==> src/rtl/sobel_edge_post_pkg.sv <==
// Shared constants and types for the Sobel post-processing stage.
package sobel_edge_post_pkg;

`ifdef VGA_640x480p60
    localparam int unsigned SIZE_X_DEF = 640;
    localparam int unsigned SIZE_Y_DEF = 480;
`else
    localparam int unsigned SIZE_X_DEF = 800;
    localparam int unsigned SIZE_Y_DEF = 600;
`endif

    // Window centre sits one line plus one pixel in, then three pipeline clocks.
    localparam int unsigned LATENCY_DEF = SIZE_X_DEF + 4;
    localparam int unsigned BORDER_DEF  = 1;

    localparam int unsigned MAG_W = 10;
    localparam int unsigned POS_W = 12;
    localparam int unsigned CNT_W = 20;

    localparam logic MODE_PASS = 1'b0;
    localparam logic MODE_BIN  = 1'b1;

    localparam logic [MAG_W-1:0] MAG_MAX = '1;
    localparam logic [CNT_W-1:0] CNT_MAX = '1;

    typedef enum logic [1:0] {
        StIdle,
        StSkip,
        StActive,
        StDone
    } state_e;

endpackage

==> src/rtl/sobel_pos_counter.sv <==
// Skip counter and x/y position tracking for the Sobel post stage.
module sobel_pos_counter
    import sobel_edge_post_pkg::*;
#(
    parameter int unsigned SIZE_X  = SIZE_X_DEF,
    parameter int unsigned SIZE_Y  = SIZE_Y_DEF,
    parameter int unsigned LATENCY = LATENCY_DEF,
    parameter int unsigned BORDER  = BORDER_DEF
) (
    input  logic             i_clk,
    input  logic             i_rst_n,
    input  logic             i_clear,
    input  logic             i_skip_en,
    input  logic             i_pix_en,
    output logic             o_skip_done,
    output logic             o_last_pix,
    output logic             o_border,
    output logic [POS_W-1:0] o_x,
    output logic [POS_W-1:0] o_y
);

    localparam int unsigned SKIP_W = (LATENCY > 2) ? $clog2(LATENCY) : 1;

    localparam logic [SKIP_W-1:0] SKIP_LAST = SKIP_W'(LATENCY - 1);
    localparam logic [POS_W-1:0]  X_LAST    = POS_W'(SIZE_X - 1);
    localparam logic [POS_W-1:0]  Y_LAST    = POS_W'(SIZE_Y - 1);
    localparam logic [POS_W-1:0]  X_LO      = POS_W'(BORDER);
    localparam logic [POS_W-1:0]  Y_LO      = POS_W'(BORDER);
    localparam logic [POS_W-1:0]  X_HI      = POS_W'(SIZE_X - BORDER);
    localparam logic [POS_W-1:0]  Y_HI      = POS_W'(SIZE_Y - BORDER);

    logic [SKIP_W-1:0] r_skip;
    logic [POS_W-1:0]  r_x;
    logic [POS_W-1:0]  r_y;

    // Count discarded fill samples, then raster-scan the accepted pixels.
    always_ff @(posedge i_clk or negedge i_rst_n) begin
        if (!i_rst_n) begin
            r_skip <= '0;
            r_x    <= '0;
            r_y    <= '0;
        end else if (i_clear) begin
            r_skip <= '0;
            r_x    <= '0;
            r_y    <= '0;
        end else begin
            if (i_skip_en && (r_skip != SKIP_LAST)) begin
                r_skip <= r_skip + 1'b1;
            end
            if (i_pix_en) begin
                if (r_x == X_LAST) begin
                    r_x <= '0;
                    r_y <= (r_y == Y_LAST) ? '0 : r_y + 1'b1;
                end else begin
                    r_x <= r_x + 1'b1;
                end
            end
        end
    end

    // Flags describe the sample currently presented, not the next one.
    assign o_skip_done = (r_skip == SKIP_LAST);
    assign o_last_pix  = (r_x == X_LAST) && (r_y == Y_LAST);
    assign o_border    = (r_x < X_LO) || (r_x >= X_HI) || (r_y < Y_LO) || (r_y >= Y_HI);
    assign o_x         = r_x;
    assign o_y         = r_y;

endmodule

==> src/rtl/sobel_edge_post.sv <==
// Sobel post stage: drops fill samples, blanks borders, thresholds and counts edges.
module sobel_edge_post
    import sobel_edge_post_pkg::*;
#(
    parameter int unsigned SIZE_X  = SIZE_X_DEF,
    parameter int unsigned SIZE_Y  = SIZE_Y_DEF,
    parameter int unsigned LATENCY = LATENCY_DEF,
    parameter int unsigned BORDER  = BORDER_DEF
) (
    input  logic             iCLK,
    input  logic             iRST_N,
    input  logic             iFVAL,
    input  logic             iDVAL,
    input  logic [MAG_W-1:0] iMAG,
    input  logic [MAG_W-1:0] iTHRESH,
    input  logic             iMODE,
    output logic [MAG_W-1:0] oDATA,
    output logic             oDVAL,
    output logic             oEDGE,
    output logic [POS_W-1:0] oX,
    output logic [POS_W-1:0] oY,
    output logic [CNT_W-1:0] oEDGE_CNT,
    output logic             oCNT_VLD,
    output logic             oFRAME_ERR
);

    state_e           r_state;
    logic             r_fval;
    logic [MAG_W-1:0] r_thresh;
    logic             r_mode;
    logic [CNT_W-1:0] r_cnt;
    logic [CNT_W-1:0] r_cnt_out;
    logic             r_cnt_vld;
    logic             r_err;
    logic [MAG_W-1:0] r_data;
    logic             r_dval;
    logic             r_edge;
    logic [POS_W-1:0] r_x;
    logic [POS_W-1:0] r_y;

    logic             w_start;
    logic             w_skip_en;
    logic             w_pix_en;
    logic             w_skip_done;
    logic             w_last_pix;
    logic             w_border;
    logic [POS_W-1:0] w_x;
    logic [POS_W-1:0] w_y;
    logic             w_edge;
    logic [MAG_W-1:0] w_data;

    // A frame may only start from IDLE or in the DONE cycle.
    assign w_start   = iFVAL && !r_fval && ((r_state == StIdle) || (r_state == StDone));
    assign w_skip_en = (r_state == StSkip) && iFVAL && iDVAL;
    assign w_pix_en  = (r_state == StActive) && iFVAL && iDVAL;

    sobel_pos_counter #(
        .SIZE_X  (SIZE_X),
        .SIZE_Y  (SIZE_Y),
        .LATENCY (LATENCY),
        .BORDER  (BORDER)
    ) u_pos (
        .i_clk       (iCLK),
        .i_rst_n     (iRST_N),
        .i_clear     (w_start),
        .i_skip_en   (w_skip_en),
        .i_pix_en    (w_pix_en),
        .o_skip_done (w_skip_done),
        .o_last_pix  (w_last_pix),
        .o_border    (w_border),
        .o_x         (w_x),
        .o_y         (w_y)
    );

    assign w_edge = !w_border && (iMAG >= r_thresh);
    assign w_data = w_border             ? '0 :
                    (r_mode == MODE_BIN) ? (w_edge ? MAG_MAX : '0) :
                                           iMAG;

    // Registered copy of iFVAL for rising-edge detection.
    always_ff @(posedge iCLK or negedge iRST_N) begin
        if (!iRST_N) begin
            r_fval <= 1'b0;
        end else begin
            r_fval <= iFVAL;
        end
    end

    // Frame FSM with threshold/mode capture, edge count and error flag.
    always_ff @(posedge iCLK or negedge iRST_N) begin
        if (!iRST_N) begin
            r_state   <= StIdle;
            r_thresh  <= '0;
            r_mode    <= MODE_PASS;
            r_cnt     <= '0;
            r_cnt_out <= '0;
            r_cnt_vld <= 1'b0;
            r_err     <= 1'b0;
        end else begin
            r_cnt_vld <= 1'b0;
            case (r_state)
                StIdle: ;
                StSkip: begin
                    if (!iFVAL) begin
                        r_state <= StDone;
                        r_err   <= 1'b1;
                    end else if (w_skip_en && w_skip_done) begin
                        r_state <= StActive;
                    end
                end
                StActive: begin
                    if (!iFVAL) begin
                        r_state <= StDone;
                        r_err   <= 1'b1;
                    end else if (w_pix_en) begin
                        if (w_edge && (r_cnt != CNT_MAX)) begin
                            r_cnt <= r_cnt + 1'b1;
                        end
                        if (w_last_pix) begin
                            r_state <= StDone;
                        end
                    end
                end
                StDone: begin
                    r_cnt_out <= r_cnt;
                    r_cnt_vld <= 1'b1;
                    r_state   <= StIdle;
                end
                default: r_state <= StIdle;
            endcase
            // Overrides the DONE->IDLE step so back-to-back frames go straight to SKIP.
            if (w_start) begin
                r_state  <= StSkip;
                r_thresh <= iTHRESH;
                r_mode   <= iMODE;
                r_cnt    <= '0;
                r_err    <= 1'b0;
            end
        end
    end

    // One-stage pixel register; data and position hold while no pixel is accepted.
    always_ff @(posedge iCLK or negedge iRST_N) begin
        if (!iRST_N) begin
            r_dval <= 1'b0;
            r_data <= '0;
            r_edge <= 1'b0;
            r_x    <= '0;
            r_y    <= '0;
        end else begin
            r_dval <= w_pix_en;
            if (w_pix_en) begin
                r_data <= w_data;
                r_edge <= w_edge;
                r_x    <= w_x;
                r_y    <= w_y;
            end
        end
    end

    assign oDATA      = r_data;
    assign oDVAL      = r_dval;
    assign oEDGE      = r_edge;
    assign oX         = r_x;
    assign oY         = r_y;
    assign oEDGE_CNT  = r_cnt_out;
    assign oCNT_VLD   = r_cnt_vld;
    assign oFRAME_ERR = r_err;

endmodule
==> config.mk <==
export PLATFORM = sky130hd
export DESIGN_NAME = sobel_edge_post
export DESIGN_NICKNAME = d
export VERILOG_FILES = /design/src/rtl/sobel_edge_post_pkg.sv /design/src/rtl/sobel_pos_counter.sv /design/src/rtl/sobel_edge_post.sv
export SDC_FILE = /design/constraint.sdc
export NUM_CORES = 1
export LEC_CHECK = 0
export BUFFER_PORTS_ARGS = -buffer_cell sky130_fd_sc_hd__buf_2
export CAP_MARGIN = 10
export CORE_MARGIN = 10
export CORE_UTILIZATION = 63
export DETAILED_ROUTE_END_ITERATION = 16
export GPL_TIMING_DRIVEN = 0
export PLACE_DENSITY = 0.84
export SYNTH_ARGS = -nofsm -noshare
export SYNTH_HDL_FRONTEND = slang
export SYNTH_HIERARCHICAL = 1
export SYNTH_SLANG_ARGS = --single-unit
==> constraint.sdc <==
create_clock -name iCLK -period 4.6 [get_ports iCLK]
set_input_delay 0.92 -clock iCLK [delete_from_list [all_inputs] [get_ports iCLK]]
set_output_delay 0.92 -clock iCLK [all_outputs]
set_load 0.005 [all_outputs]
==> results.sh <==
export IMPL_grt_remaining_overflow=0
export IMPL_synth_seq_cells=126
export IMPL_status="completed"
export IMPL_drt_iter0_drc=373
export IMPL_hold_viol_final=0
export IMPL_layout_min_cycle_time_ps=3075
export IMPL_antenna_found_initial=0
export IMPL_synth_xor_area_share_pct=2.199
export IMPL_detailed_place_hpwl_um=10720
export IMPL_synth_fa_ha_area_share_pct=3.926
export IMPL_ctsHoldBuffers=0
export IMPL_grt_util_met1_pct=25.65
export IMPL_avgSynthCellArea_um2=10.53
export IMPL_yosys_warnings=6
export IMPL_synthSimpleGateAreaFrac_pct=17.35
export IMPL_drive_gt1_share_pct=26.39
export IMPL_clock_sinks=126
export IMPL_period_share_pct=66.84
export IMPL_worstSetupEndpointType="register"
export IMPL_async_flop_share_pct=100.0
export IMPL_vias_per_cell=6.083
export IMPL_synth_mux_area_share_pct=9.050
export IMPL_syn_num_nets=650
export IMPL_rr_worst_depth=11
export IMPL_hold_class="input port to async pin"
export IMPL_vdd_drop_max_uv=256.0
export IMPL_dr_pass1_iters=5
export IMPL_rows=36
export IMPL_setup_slack_ps=1525
export IMPL_synth_top_area_cell="dfrtp_1"
export IMPL_drc_errors=0
export IMPL_maxSlewHeadroom_pct=49.36
export IMPL_worst_pin_slew_ps=749.7
export IMPL_dieArea_um2=14540
export IMPL_syn_area_um2=6374
export IMPL_io_pins=83
export IMPL_cts_tree="built"
export IMPL_die_h_um=120.6
export IMPL_clk_pin_slew_ps=60
export IMPL_powerDensity_nw_per_um2=437.5
export IMPL_grt_max_degree=73
export IMPL_clock_path_buffers=2
export IMPL_synth_top_family_by_area="simple AND/OR/NAND/NOR gates"
export IMPL_wirelength_um=15400
export IMPL_crit_arrival_ps=3510
export IMPL_clock_latency_ps=530
export IMPL_gp_congestion=0.8966
export IMPL_gr_max_usage_layer="met2"
export IMPL_portBuffers=82
export IMPL_core_area_um2=9819
export IMPL_crit_type="register to register"
export IMPL_met3_usage_pct=5.817
export IMPL_drt_wirelength_per_cell_um=18.05
export IMPL_cts_resized=0
export IMPL_postRouteAntennaNets=0
export IMPL_rsz0062_at_grt="no"
export IMPL_final_nets=752
export IMPL_yosysTopAreaCellShare_pct=49.47
export IMPL_drv_slew=0
export IMPL_use_met2_pct=37.82
export IMPL_numCtsBuffers=17
export IMPL_maxCapViolations=0
export IMPL_area_growth_syn_to_layout_pct=18.65
export IMPL_synthCells=605
export IMPL_p_leak_uw=0.003773
export IMPL_grt_pass1_vias=5332
export IMPL_cts_setup_buffers=0
export IMPL_htreeDepth=4
export IMPL_crit_required_ps=5040
export IMPL_synth_edff_count=0
export IMPL_initial_utilization_pct=64.91
export IMPL_setup_viol=0
export IMPL_track_usage_pct=21.78
export IMPL_grt_pass1_wl_um=25970
export IMPL_synth_ff_type="dfrtp_1"
export IMPL_timing_fmax_mhz=325.2
export IMPL_pre_cts_ws_ps=1161
export IMPL_cts_root_buf="clkbuf_8"
export IMPL_tns_ps=0
export IMPL_synth_compound_area_share_pct=12.47
export IMPL_synth_cell_types=64
export IMPL_antenna_cells=0
export IMPL_seq_area_frac_synth_pct=49.47
export IMPL_vias=5189
export IMPL_crit_fanout=10
export IMPL_startpoint_type="register"
export IMPL_finalClockSkew_ps=5.881
export IMPL_die_w_um=120.6
export IMPL_synthTopCellsByArea="dfrtp_1, mux2_2, ha_1"
==> cells in the final DEF (no fill, tap or decap), types with 9 or more instances in the layout <==
cell type  Yosys  routed
buf_2          7      88
inv_1         41      41
nor2_1        31      31
dfrtp_1      126     126
mux2_2        45      45
a21oi_1       25      25
a22o_1        12      12
o21ai_0       37      37
nand4_1       21      21
or4_1         11      11
nand3_1       20      20
and3_1        13      13
xor2_1         9       9
nand2_1       39      39
ha_1          20      20
o31ai_1       10      10
clkbuf_16      0      16
clkbuf_1      16      20
==> final cells by class <==
type / instances / area [µm²]
Tap cell: 133 / 166.4
Clock inverter: 6 / 80.08
Clock buffer: 26 / 498.0
Buffer: 34 / 195.2
Inverter: 42 / 157.7
Fill cell: 687 / 2257
Multi-Input combinational cell: 403 / 2868
Sequential cell: 126 / 3153
Timing Repair Buffer: 83 / 444.2
==> metrics by stage <==
step           power, µW  std cells  util, %  cell area [µm²]  hold slack, ps
6_report            3309        853    77.01             7562           341.8
5_1_grt             3476        853    77.01             7562           352.8
4_1_cts             3326        853    77.01             7562           352.1
3_5_place_dp        2014        821    71.13             6984           487.8
3_3_place_gp        1964        820    70.78             6950           462.9
2_1_floorplan       1783        605        -             6374           449.7
==> synthesized netlist by cell type (13+ instances only) <==
master and instances:
a21oi_1 25, and3_1 13, clkbuf_1 16, dfrtp_1 126, ha_1 20, inv_1 41
mux2_2 45, nand2_1 39, nand3_1 20, nand4_1 21, nor2_1 31, o21ai_0 37
==> final timing paths <==
path / startpoint / to / slack [ps]
hold / removal: iRST_N / oY[4] / 340
setup / recovery: u_pos/o_x[1] / r_cnt[11] / 1530
hold reg to reg: u_pos/o_x[5] / oX[5] / 500
min in group iCLK: u_pos/o_x[5] / oX[5] / 500
setup reg to reg: u_pos/o_x[1] / r_cnt[11] / 1530
max in group asynchronous: iRST_N / r_cnt[7] / 3550
==> flip-flops by register name (all words and copies together) (netlist names) <==
name,cells
oEDGE,1
r_mode,1
oEDGE_CNT,20
oY,12
oDATA,10
u_pos/r_skip,10
oFRAME_ERR,1
u_pos/o_x,12
u_pos/o_y,12
r_thresh,10
r_cnt,20
oX,12
r_state,2
oDVAL,1
r_fval,1
oCNT_VLD,1
==> routing by layer <==
metal | wire [µm] | up-vias
met5 | 0 | -
met1 | 6194 | 2517
li1 | - | 2407
met3 | 1066 | 28
met2 | 7901 | 237
met4 | 233 | 0
==> critical path, cell delays in order, from the launching register on <==
cell     delay (ps)
dfrtp_1         450
ha_1            260
and4_1          210
buf_2           150
o41ai_1         280
nand4_1         140
a21o_1          190
nor2_1          250
o21ai_1         170
buf_2           210
or4_1           480
a21oi_1         190
==> power breakdown <==
| group | switching [µW] | internal [µW] | total, µW |
|---|---|---|---|
| Combinational | 431 | 279 | 710 |
| Sequential | 80.4 | 1220 | 1300 |
| Clock | 459 | 840 | 1300 |
| Total | 970 | 2340 | 3310 |
==> logic make-up (layout without fill, tap and decap cells) <==
group / count (synthesis) / count (layout)
compound gates: 124 / 124
buf+inv: 76 / 191
xor+xnor: 16 / 16
simple gates: 191 / 191
flops: 126 / 126
mux: 52 / 52
fa+ha+maj: 20 / 20
No activity file was read; power rests on OpenSTA's default activity.
